[src/rtl/mips_instr_encoder.sv]
// Builds 32-bit MIPS instruction words from mnemonic-level requests and writes them at a running PC.
// Optional ENCODER_CHECKSUM_EN adds a running XOR checksum of written words.
module mips_instr_encoder #(
  parameter int ADDR_W    = 10,
  parameter int BASE_ADDR = 0,
  parameter int MEM_WORDS = 256
) (
  input  logic              clk_i,
  input  logic              reset_i,
  input  logic              in_valid_i,
  output logic              in_ready_o,
  input  logic [3:0]        op_i,
  input  logic [4:0]        rs_i,
  input  logic [4:0]        rt_i,
  input  logic [4:0]        rd_i,
  input  logic [15:0]       imm_i,
  input  logic [31:0]       target_i,
  input  logic              flush_i,
  output logic              mem_we_o,
  output logic [ADDR_W-1:0] mem_addr_o,
  output logic [31:0]       mem_data_o,
  output logic              err_valid_o,
  output logic [1:0]        err_code_o,
  output logic              full_o,
  output logic [ADDR_W-1:0] count_o
`ifdef ENCODER_CHECKSUM_EN
  ,
  output logic [31:0]       checksum_o
`endif
);

  typedef enum logic [1:0] {S_IDLE, S_ENCODE, S_WRITE} state_e;

  localparam logic [ADDR_W-1:0] BASE_L      = ADDR_W'(BASE_ADDR);
  localparam logic [ADDR_W-1:0] MEM_WORDS_L = ADDR_W'(MEM_WORDS);
  localparam logic [1:0] ERR_ILLEGAL = 2'd0;
  localparam logic [1:0] ERR_ALIGN   = 2'd1;
  localparam logic [1:0] ERR_RANGE   = 2'd2;

  state_e            state_q, state_d;
  logic [3:0]        op_q, op_d;
  logic [4:0]        rs_q, rs_d, rt_q, rt_d, rd_q, rd_d;
  logic [15:0]       imm_q, imm_d;
  logic [31:0]       target_q, target_d;
  logic [ADDR_W-1:0] pc_q, pc_d, count_q, count_d, addr_q, addr_d;
  logic              full_q, full_d, we_q, we_d, err_valid_q, err_valid_d;
  logic [31:0]       data_q, data_d, chk_q, chk_d;
  logic [1:0]        err_code_q, err_code_d;

  logic [31:0]        npc, diff;
  logic signed [31:0] off;
  logic               off_bad, enc_err;
  logic [1:0]         enc_code;
  logic [31:0]        word;

  // Branch/jump reference point is pc+4, with pc zero-extended to 32 bits.
  always_comb begin
    npc      = {{(32-ADDR_W){1'b0}}, pc_q} + 32'd4;
    diff     = target_q - npc;
    off      = $signed(diff) >>> 2;
    off_bad  = !((&off[31:15]) || (~|off[31:15]));
    enc_err  = 1'b0;
    enc_code = ERR_ILLEGAL;
    word     = 32'h0;
    case (op_q)
      4'd0:  word = {6'h00, rs_q, rt_q, rd_q, 5'b0, 6'h20};
      4'd1:  word = {6'h00, rs_q, rt_q, rd_q, 5'b0, 6'h22};
      4'd2:  word = {6'h00, rs_q, rt_q, rd_q, 5'b0, 6'h2A};
      4'd3:  word = {6'h00, rs_q, 15'b0, 6'h08};
      4'd4:  word = {6'h23, rs_q, rt_q, imm_q};
      4'd5:  word = {6'h2B, rs_q, rt_q, imm_q};
      4'd10: word = {6'h0E, rs_q, rt_q, imm_q};
      4'd11: word = {6'h08, rs_q, rt_q, imm_q};
      4'd6, 4'd7: begin
        word = {(op_q == 4'd6) ? 6'h02 : 6'h03, target_q[27:2]};
        if (target_q[1:0] != 2'b00) begin
          enc_err  = 1'b1;
          enc_code = ERR_ALIGN;
        end else if (target_q[31:28] != npc[31:28]) begin
          enc_err  = 1'b1;
          enc_code = ERR_RANGE;
        end
      end
      4'd8, 4'd9: begin
        word = {(op_q == 4'd8) ? 6'h04 : 6'h05, rs_q, rt_q, off[15:0]};
        if (target_q[1:0] != 2'b00) begin
          enc_err  = 1'b1;
          enc_code = ERR_ALIGN;
        end else if (off_bad) begin
          enc_err  = 1'b1;
          enc_code = ERR_RANGE;
        end
      end
      default: begin
        enc_err  = 1'b1;
        enc_code = ERR_ILLEGAL;
      end
    endcase
  end

  assign in_ready_o = (state_q == S_IDLE) && !full_q;

  always_comb begin
    state_d     = state_q;
    op_d        = op_q;
    rs_d        = rs_q;
    rt_d        = rt_q;
    rd_d        = rd_q;
    imm_d       = imm_q;
    target_d    = target_q;
    pc_d        = pc_q;
    count_d     = count_q;
    full_d      = full_q;
    we_d        = 1'b0;
    addr_d      = addr_q;
    data_d      = data_q;
    chk_d       = chk_q;
    err_valid_d = 1'b0;
    err_code_d  = err_code_q;
    case (state_q)
      S_IDLE: begin
        // flush wins over a simultaneous request
        if (flush_i) begin
          pc_d    = BASE_L;
          count_d = '0;
          full_d  = 1'b0;
          chk_d   = 32'h0;
        end else if (in_valid_i && in_ready_o) begin
          op_d     = op_i;
          rs_d     = rs_i;
          rt_d     = rt_i;
          rd_d     = rd_i;
          imm_d    = imm_i;
          target_d = target_i;
          state_d  = S_ENCODE;
        end
      end
      S_ENCODE: begin
        if (enc_err) begin
          err_valid_d = 1'b1;
          err_code_d  = enc_code;
          state_d     = S_IDLE;
        end else begin
          we_d    = 1'b1;
          addr_d  = pc_q;
          data_d  = word;
          chk_d   = chk_q ^ word;
          state_d = S_WRITE;
        end
      end
      S_WRITE: begin
        pc_d    = pc_q + ADDR_W'(4);
        count_d = count_q + 1'b1;
        full_d  = ((count_q + 1'b1) == MEM_WORDS_L);
        state_d = S_IDLE;
      end
      default: state_d = S_IDLE;
    endcase
  end

  always_ff @(posedge clk_i or posedge reset_i) begin
    if (reset_i) begin
      state_q     <= S_IDLE;
      op_q        <= 4'h0;
      rs_q        <= 5'h0;
      rt_q        <= 5'h0;
      rd_q        <= 5'h0;
      imm_q       <= 16'h0;
      target_q    <= 32'h0;
      pc_q        <= BASE_L;
      count_q     <= '0;
      full_q      <= 1'b0;
      we_q        <= 1'b0;
      addr_q      <= BASE_L;
      data_q      <= 32'h0;
      chk_q       <= 32'h0;
      err_valid_q <= 1'b0;
      err_code_q  <= 2'd0;
    end else begin
      state_q     <= state_d;
      op_q        <= op_d;
      rs_q        <= rs_d;
      rt_q        <= rt_d;
      rd_q        <= rd_d;
      imm_q       <= imm_d;
      target_q    <= target_d;
      pc_q        <= pc_d;
      count_q     <= count_d;
      full_q      <= full_d;
      we_q        <= we_d;
      addr_q      <= addr_d;
      data_q      <= data_d;
      chk_q       <= chk_d;
      err_valid_q <= err_valid_d;
      err_code_q  <= err_code_d;
    end
  end

  assign mem_we_o    = we_q;
  assign mem_addr_o  = addr_q;
  assign mem_data_o  = data_q;
  assign err_valid_o = err_valid_q;
  assign err_code_o  = err_code_q;
  assign full_o      = full_q;
  assign count_o     = count_q;
`ifdef ENCODER_CHECKSUM_EN
  assign checksum_o  = chk_q;
`else
  logic unused_chk;
  assign unused_chk = ^chk_q;
`endif

endmodule

[config.mk]
export PLATFORM = sky130hd
export DESIGN_NAME = mips_instr_encoder
export DESIGN_NICKNAME = d
export VERILOG_FILES = /design/src/rtl/mips_instr_encoder.sv
export SDC_FILE = /design/constraint.sdc
export NUM_CORES = 1
export LEC_CHECK = 0
export BUFFER_PORTS_ARGS = -buffer_cell sky130_fd_sc_hd__buf_2
export CORE_MARGIN = 2
export CORE_UTILIZATION = 29
export CTS_BUF_LIST = sky130_fd_sc_hd__clkbuf_4 sky130_fd_sc_hd__clkbuf_8
export DETAILED_ROUTE_END_ITERATION = 8
export GPL_TIMING_DRIVEN = 0
export PLACE_DENSITY = 0.59
export SYNTH_ARGS = -nofsm -noshare
export SYNTH_HDL_FRONTEND = slang
export SYNTH_SLANG_ARGS = --single-unit
[constraint.sdc]
create_clock -name clk_i -period 4.2 [get_ports clk_i]
set_input_delay 0.42 -clock clk_i [delete_from_list [all_inputs] [get_ports clk_i]]
set_output_delay 0.42 -clock clk_i [all_outputs]
set_load 0.1 [all_outputs]
==> results of run 1 <==
## kinds of logic (layout without fill, tap and decap cells)
group	count (synthesis)	in the layout	share of synthesized area (%)
and+or+nand+nor	359	359	22.2
AOI/OAI and AO/OA	136	136	12.6
DFF	131	131	45.8
buffers and inverters	77	240	4.67
muxes	47	47	7.37
xor gates and xnor gates	29	29	3.55
adders and majority gates	21	21	3.77
other	1	5	0.0524
## path summary, 6_finish.rpt
kind	endpoint	start	cells after the start
max reg2reg	mem_data_o[2]$_DFFE_PP0P_	pc_q[5]$_DFFE_PP0P_	13
min reg2reg	rt_q[0]$_DFFE_PP0P_	rt_q[0]$_DFFE_PP0P_	2
max	mem_data_o[2]$_DFFE_PP0P_	pc_q[5]$_DFFE_PP0P_	13
max in group asynchronous	err_valid_o$_DFF_PP0_	reset_i	3
min	mem_addr_o[7]$_DFFE_PP0P_	reset_i	2
min in group clk_i	rd_q[2]$_DFFE_PP0P_	rd_i[2]	3
## flip-flops by register name, indices dropped and copies added, names as in the netlist, 5 cells and up
signal      cells
target_q       32
count_o        10
rd_q            5
imm_q          16
mem_data_o     31
rs_q            5
rt_q            5
pc_q            8
mem_addr_o      8
## final cells by class
type / count / area, um^2
flip-flops and latches: 131 / 3280
fillers: 2598 / 15400
well taps: 324 / 405
repair buffers: 131 / 691
plain buffers: 44 / 210
inverters: 33 / 129
multi-input cells: 595 / 3620
clock inverters: 11 / 199
diodes: 2 / 5.00
clock buffers: 21 / 289
## metal layers
metal	vias to the layer above	global-route usage, %	wire (um)
met5	-	0	13
met4	2	6.41	508
met3	25	4.13	1010
met2	155	25.1	9380
met1	2959	22.6	10100
li1	3046	-	-
## stage by stage
stage          TNS (ns)  power [W]  setup WS (ns)
2_1_floorplan         0    0.00383          0.282
3_3_place_gp    -182.16    0.00437          -1.39
3_5_place_dp      -2.13    0.00441        -0.0744
4_1_cts               0    0.00573         0.0386
5_1_grt         -0.0726    0.00602        -0.0147
6_report              0    0.00571          0.155
## what timing repair did
action | CTS | global route
pin swaps | 1 | 3
endpoints found under the setup margin | 39 | 39
setup buffers | 0 | 5
gates resized for setup | 2 | 7
## worst max-delay path: stages, from the launching register on
cell and delay (ns):
dfrtp_1 0.45, ha_1 0.30, inv_1 0.04, ha_1 0.36, a21o_1 0.21, a31o_2 0.24
o21a_1 0.23, or4_4 0.53, mux2_4 0.33, a2111oi_4 0.35, a31oi_2 0.18, o21ai_4 0.14
buf_6 0.20, mux2_2 0.35
## power by group
group	leakage (nW)	switching [W]	internal, W
Clock	0.234	0.000518	0.000774
Sequential	1.69	0.000216	0.00155
Combinational	2.34	0.00199	0.000656
Total	4.26	0.00272	0.00298
## synthesized netlist by cell type (12+ instances only)
| cell type | n | area (um^2) |
|---|---|---|
| a22o_1 | 12 | 105 |
| nand2_1 | 230 | 863 |
| clkbuf_1 | 31 | 116 |
| o21ai_0 | 53 | 265 |
| mux2_2 | 40 | 450 |
| xnor2_1 | 15 | 131 |
| inv_1 | 32 | 120 |
| nor2_1 | 35 | 131 |
| dfrtp_1 | 131 | 3280 |
| xor2_1 | 14 | 123 |
| nand3_1 | 18 | 90.1 |
| ha_1 | 20 | 250 |
| nor3_1 | 15 | 75.1 |
| a21oi_1 | 19 | 95.1 |
==> flow_summary.ini, run 1 <==
[floorplanning]
rows = 57
core_region_area_um2 = 24200
io_pins = 129
die_area_um2 = 26000
die_h_um = 161
initial_core_util_pct = 29.5
die_w_um = 161

[synth]
ys_warn_count = 0
synthCells = 801
dominantRegCellSynth = dfrtp_1
synthesis.area_um2 = 7160
syn_avg_cell_area_um2 = 8.94
synth-edff-count = 0
seq_area_frac_synth_pct = 45.8
synth_cell_types = 68
ys_seq_elements = 131
async_reset_ff_share_pct = 100

[finish]
utilization_pct = 36.4
nets = 1045
final_common_cell = nand2_1
area_delta_synth_final_pct = 23.2
stdcell_area_um2 = 8820
layout.cells.non_filler = 1292
final_cell_mix = 230 x nand2_1, 131 x dfrtp_1, 128 x buf_2, 53 x o21ai_0, 40 x mux2_2
drive_gt1_share_pct = 24.3

[clock_network]
cts.reportedPaths.clkPinSlew_ns = 0.07
clock_tree.root_cell = clkbuf_8
clockBufferDepth = 2
htreeDepth = 4
cts_buffers = 17
cts_num_sinks = 131
clk_latency_ns = 0.44
cts_tree = built
ctsHoldBuffers = 0

[setup_path]
worst_setup_path_end_kind = flop
r2r_slack_ns = 0.16
criticalPathCategory = reg -> reg
cp_max_fo = 10
cp.arrival_ns = 4.36
cp-start-kind = flop
critPathRequiredTime_ns = 4.52

[detailed_routing]
routed_via_density = 4.79
vias = 6187
drtIter0Drc = 378
drt_pass1_iterations = 5
wl_um = 21000
wl_per_cell_um = 16.3
drc_errors = 0
ant_nets = 0

[timing]
fmax_ghz = 0.247
relSlewSlack_pct = 42.4
setup_violations = 0
finalHoldViolCount = 0
finalCriticalPeriod_ns = 4.04
hold_ws_ns = 0.0554
worst_pin_slew_ns = 0.861
period_share_pct = 96.3
drv_slew = 0
skew_ns = 0.0126

[power]
p_per_area_nw_per_um2 = 647
vdd_drop_max_v = 0.000219
cellLeakagePower_nw = 4.26

[place]
place.gp.congestion = 0.917
placed_cells = 1253
dp_hpwl_um = 15800
port_buffers = 125
placed_area_um2 = 8240

[status]
status = finished, final reports clean

[global_routing]
grt_pass1_vias = 6109
grt_overflow = 0
grt_pass1_wl_um = 33400
antenna_found_initial = 3
grt_max_degree = 68
grt_use_total_pct = 16.5

[worst_hold_path]
hold_class = in -> async

[run]
cap_viol_max_count = 0
No activity file was read; power rests on OpenSTA's default activity.
==> run 2, diff against run 1 <==
CELL_PAD_IN_SITES_DETAIL_PLACEMENT = 0   (was unset)
CELL_PAD_IN_SITES_GLOBAL_PLACEMENT = 1   (was unset)
CORE_ASPECT_RATIO = 0.8   (was unset)
HOLD_SLACK_MARGIN = 0.06   (was unset)
PLACE_DENSITY = 0.71   (was 0.59)
==> run 2 against run 1 <==
Via count fell by 0.19%. Sequential share of layout area increased by 0.51 points. Sequential power about the same. Power is 3.4% lower. Non-clock buffer count shrank 2. Die area hardly changed. Core utilization is 0.58 points lower. Clock skew rose by 0.0016 ns. Critical path type unchanged. Largest cell class unchanged. Highest routed layer is now met4.
==> flow_summary.ini, run 2 (synthesis gave the netlist of run 1 again) <==
[status]
status = finished, final reports clean

[floorplanning]
io_pins = 129
initial_core_util_pct = 29.4
core_region_area_um2 = 24300
rows = 51
die_area_um2 = 26000
die_h_um = 145
die_w_um = 180

[timing]
finalHoldViolCount = 0
fmax_ghz = 0.248
hold_ws_ns = 0.151
drv_slew = 0
worst_pin_slew_ns = 0.770
skew_ns = 0.0141
fin_setup_tns_ns = 0
period_share_pct = 95.9
relSlewSlack_pct = 48.5
setup_violations = 0
finalCriticalPeriod_ns = 4.03

[place]
port_buffers = 125
dp_hpwl_um = 16000
place.gp.congestion = 0.875

[global_routing]
grt_pass1_wl_um = 34600
grt_use_total_pct = 17.2
grt_overflow = 0
grt_pass1_vias = 5993
grt_max_degree = 68
antenna_found_initial = 0

[clock_network]
cts_buffers = 17
clk_latency_ns = 0.46
clock_tree.root_cell = clkbuf_8
cts_num_sinks = 131
cts.reportedPaths.clkPinSlew_ns = 0.08
htreeDepth = 4
clockBufferDepth = 2
cts_tree = built

[setup_path]
crit_chain = ha_1 -> inv_1 -> ha_1 -> a21o_1 -> a31o_2 -> o21a_1 -> or4_4 -> mux2_4 -> a2111oi_4 -> a31oi_2 -> o21ai_4 -> buf_6 -> mux2_2
worst_setup_path_end_kind = flop
criticalPathCategory = reg -> reg
r2r_slack_ns = 0.17
cp_common_cell = ha_1
reg2reg_to = mem_data_o[17]$_DFFE_PP0P_
cp-start-kind = flop
critPathBufInv = 2
slowest_stage = or4_4
startpoint = pc_q[5]$_DFFE_PP0P_
cpLargestDelayFamily = compound AO/OA/AOI/OAI gates
cp_max_fo = 10
cp.arrival_ns = 4.36
rr_worst_depth = 13
r2r_start = pc_q[5]$_DFFE_PP0P_
critPathMaxStageDelay_ns = 0.54
critPathRequiredTime_ns = 4.53

[finish]
largest_register_ff_count = 32
area_delta_synth_final_pct = 21.6
nets = 1043
final_common_cell = nand2_1
final_cell_mix = 230 x nand2_1, 131 x dfrtp_1, 128 x buf_2, 53 x o21ai_0, 40 x mux2_2
antenna_cells = 0
multi_input_area_um2 = 3610
regArea_um2 = 3280
utilization_pct = 35.8
drive_gt1_share_pct = 24.0
regMostFlops = target_q
fill_cells = 2557

[run]
cap_viol_max_count = 0

[detailed_routing]
drt_pass1_iterations = 5
drtIter0Drc = 464
routed_via_density = 4.82
drc_errors = 0
vias = 6175
wl_per_cell_um = 16.8
ant_nets = 0
wl_um = 21600

[worst_hold_path]
worstHoldPathCells = 3
min-delay-start = target_i[23]
hold_class = in -> reg
holdPathEnd = target_q[23]$_DFFE_PP0P_

[power]
p_per_area_nw_per_um2 = 633
cellLeakagePower_nw = 4.22
vdd_drop_max_v = 0.000400
power.total_w = 0.00551
[run 2: what timing repair did]
| action | in CTS | in global routing |
|---|---|---|
| setup endpoints to repair | 39 | 39 |
| setup buffers | 0 | 2 |
| cloned | 0 | 0 |
| endpoints found under the hold margin | 1 | 0 |
| pin swaps | 0 | 3 |
| hold buffers | 1 | 0 |
| gates resized for setup | 1 | 7 |
[run 2: cell type report]
| cell class | count | area share, % |
|---|---|---|
| clock inverter | 9 | 1.19 |
| multi-input combinational | 595 | 41.5 |
| sequential | 131 | 37.7 |
| timing repair buffer | 129 | 7.79 |
| tap | 318 | 4.57 |
| clock buffer | 23 | 3.42 |
| buffer | 44 | 2.41 |
| inverter | 33 | 1.48 |
[run 2: per-layer routing]
layer | vias to the layer above | global-route usage, % | wire length, um
met4 | 0 | 5.22 | 363
met2 | 172 | 24.5 | 8880
li1 | 3040 | - | -
met1 | 2940 | 26.0 | 11400
met3 | 23 | 3.20 | 997
met5 | - | 0 | 0
[run 2: tightest hold or removal path, stage by stage]
cell and delay (ns):
buf_2 0.07, nand2_1 0.04, nand2_1 0.04
[run 2: worst max-delay path by stage]
stage,endpoint,slack [ns],cells after the start
2_1_floorplan,count_o[0]$_DFFE_PP0P_,0.28,1
3_3_place_gp,target_q[31]$_DFFE_PP0P_,-1.52,2
3_5_place_dp,mem_data_o[21]$_DFFE_PP0P_,-0.009,13
4_1_cts,mem_data_o[17]$_DFFE_PP0P_,0.05,12
5_1_grt,mem_data_o[17]$_DFFE_PP0P_,-0.005,13
6_report,mem_data_o[17]$_DFFE_PP0P_,0.17,13
[run 2: metrics by stage]
stage / setup WS, ns / instances / area (um^2)
floorplan: 0.282 / 803 / 7170
global placement: -1.52 / 1246 / 8200
detailed placement: -0.00900 / 1247 / 8230
CTS: 0.0474 / 1280 / 8640
global route: -0.00452 / 1282 / 8700
finish: 0.171 / 1282 / 8700
[run 2: where the power goes]
part / internal (W) / switching (W)
clock network: 0.000591 / 0.000519
logic: 0.000645 / 0.00199
registers: 0.00155 / 0.000212
==> run 3, diff against run 2 <==
--- a/config.mk
+++ b/config.mk
@@ -7,3 +7,3 @@
 export LEC_CHECK = 0
-export BUFFER_PORTS_ARGS = -buffer_cell sky130_fd_sc_hd__buf_2
+export BUFFER_PORTS_ARGS = -buffer_cell sky130_fd_sc_hd__clkbuf_2
 export CELL_PAD_IN_SITES_DETAIL_PLACEMENT = 0
==> constraint.sdc (replaced) <==
create_clock -name clk_i -period 4.2 [get_ports clk_i]
set_input_delay 0.63 -clock clk_i [delete_from_list [all_inputs] [get_ports clk_i]]
set_output_delay 0.63 -clock clk_i [all_outputs]
set_load 0.1 [all_outputs]
==> run 3 against run 2 <==
Global-route usage down 0.25 points. Clock skew about the same. Critical endpoint is now mem_data_o[6]$_DFFE_PP0P_. Power down 0.57%. Cell count up 0.39%. Sequential power about the same. Sequential share of layout area down 0.32 points. Fmax down 1.3%. Via count down 0.47%.
==> flow_summary.ini, run 3 (synthesis gave the netlist of run 1 again) <==
[finish]
layout.cells.non_filler = 1287
drive_gt1_share_pct = 25.3
regArea_um2 = 3280
area_delta_synth_final_pct = 22.7
largest_register_ff_count = 32
stdcell_area_um2 = 8790
multi_input_area_um2 = 3680
regMostFlops = target_q
antenna_cells = 0
final_common_cell = nand2_1
final_cell_mix = 230 x nand2_1, 129 x dfrtp_1, 125 x clkbuf_2, 53 x o21ai_0, 40 x mux2_2
fill_cells = 2524
nets = 1048

[detailed_routing]
wl_um = 21500
vias = 6146
ant_nets = 0
drtIter0Drc = 474
wl_met1_um = 11300
wl_met3_um = 1110
drc_errors = 0
drt_pass1_iterations = 5
routed_via_density = 4.78
wl_per_cell_um = 16.7
wl_met2_um = 8860
routed.top_layer = met4

[place]
pre_cts_slack_ns = -0.0310
dp_hpwl_um = 16000
place.gp.congestion = 0.874
placed_area_um2 = 8230
placed_cells = 1247
port_buffers = 125

[clock_network]
clockBufferDepth = 2
cts.reportedPaths.clkPinSlew_ns = 0.08
htreeDepth = 4
cts_num_sinks = 131
cts_buffers = 17
clk_latency_ns = 0.46
cts_tree = built
clock_tree.root_cell = clkbuf_8

[timing]
period_share_pct = 97.2
fin_setup_tns_ns = 0
drv_slew = 0
skew_ns = 0.0138
relSlewSlack_pct = 49.4
finalHoldViolCount = 0
fmax_ghz = 0.245
finalCriticalPeriod_ns = 4.08
setup_ws_ns = 0.116
setup_violations = 0
worst_pin_slew_ns = 0.750

[setup_path]
cp_max_fo = 10
critPathRequiredTime_ns = 4.54
cp.arrival_ns = 4.42
cp-start-kind = flop
worst_setup_path_end_kind = flop
criticalPathCategory = reg -> reg

[global_routing]
grt_overflow = 0
grt_pass1_wl_um = 34100
antenna_found_initial = 0
grt_pass1_vias = 6052
grt_use_total_pct = 16.9
grt_max_degree = 70

[run]
cap_viol_max_count = 0

[floorplanning]
rows = 51
initial_core_util_pct = 29.4
die_w_um = 180
core_region_area_um2 = 24300
die_h_um = 145
die_area_um2 = 26000
io_pins = 129

[power]
vdd_drop_max_v = 0.000442
p_per_area_nw_per_um2 = 624
cellLeakagePower_nw = 4.21

[worst_hold_path]
hold_class = in -> async

[status]
status = finished, final reports clean
-- run 3: cell count changes in the layout (fill, tap and decap cells not counted), sizes merged --
cell         change
bufinv           -1
clkinv           -1
dlygate4sd3      -1
inv              +1
clkbuf         +122
clkinvlp         +4
buf            -119
-- run 3: cell type report --
type                       instances  area share, %
sequential                       131           37.3
multi-input combinational        595           41.9
tap                              318           4.53
inverter                          33           1.47
clock buffer                      20           3.06
timing repair buffer             134           8.09
clock inverter                    12           1.22
buffer                            44           2.39
-- run 3: timing repair --
item	4_1_cts	5_1_grt
hold endpoints to repair	0	0
endpoints found under the setup margin	39	39
pin swaps	1	6
cloned	0	1
hold buffers	0	0
gates resized for setup	0	20
buffers inserted	3	4
-- run 3: worst max-delay path: stages (launching register included) --
cell,delay [ns]
dfrtp_2,0.45
ha_1,0.28
inv_1,0.06
ha_2,0.30
a21o_1,0.19
a31o_2,0.23
o21a_1,0.24
or4_4,0.54
mux2_4,0.33
a2111oi_4,0.36
a31oi_2,0.18
o21ai_4,0.14
buf_4,0.18
buf_6,0.16
mux2_2,0.35
-- run 3: per-stage QoR --
| stage | total power (W) | utilization, % | hold slack (ns) |
|---|---|---|---|
| finish | 0.00548 | 36.1 | 0.232 |
| global route | 0.00581 | 36.1 | 0.268 |
| CTS | 0.00546 | 35.5 | 0.251 |
| detailed placement | 0.00440 | 33.8 | 0.463 |
| global placement | 0.00438 | 33.7 | 0.461 |
| floorplan | 0.00383 | - | 0.439 |
-- run 3: final timing paths --
kind	start	endpoint	slack [ns]	cells past startpoint
worst max-delay path	pc_q[5]$_DFFE_PP0P_	mem_data_o[6]$_DFFE_PP0P_	0.12	14
worst min-delay path	reset_i	imm_q[6]$_DFFE_PP0P_	0.23	2
worst max register to register	pc_q[5]$_DFFE_PP0P_	mem_data_o[6]$_DFFE_PP0P_	0.12	14
worst min register to register	rt_q[2]$_DFFE_PP0P_	rt_q[2]$_DFFE_PP0P_	0.48	2
max in group asynchronous	reset_i	pc_q[5]$_DFFE_PP0P_	3.19	3
min in group clk_i	imm_i[2]	imm_q[2]$_DFFE_PP0P_	0.36	3
-- run 3: report_power, final --
part | leakage, nW | switching [W] | internal, W | total [W]
registers | 1.68 | 0.000217 | 0.00156 | 0.00177
logic | 2.35 | 0.00202 | 0.000658 | 0.00267
clock network | 0.177 | 0.000532 | 0.000504 | 0.00104
total | 4.21 | 0.00277 | 0.00272 | 0.00548
-- run 3: metal layers --
metal | vias to the layer above | GRT usage, %
met5 | - | 0
met4 | 0 | 3.98
met1 | 2904 | 26.2
met3 | 14 | 3.12
met2 | 182 | 24.0
li1 | 3046 | -
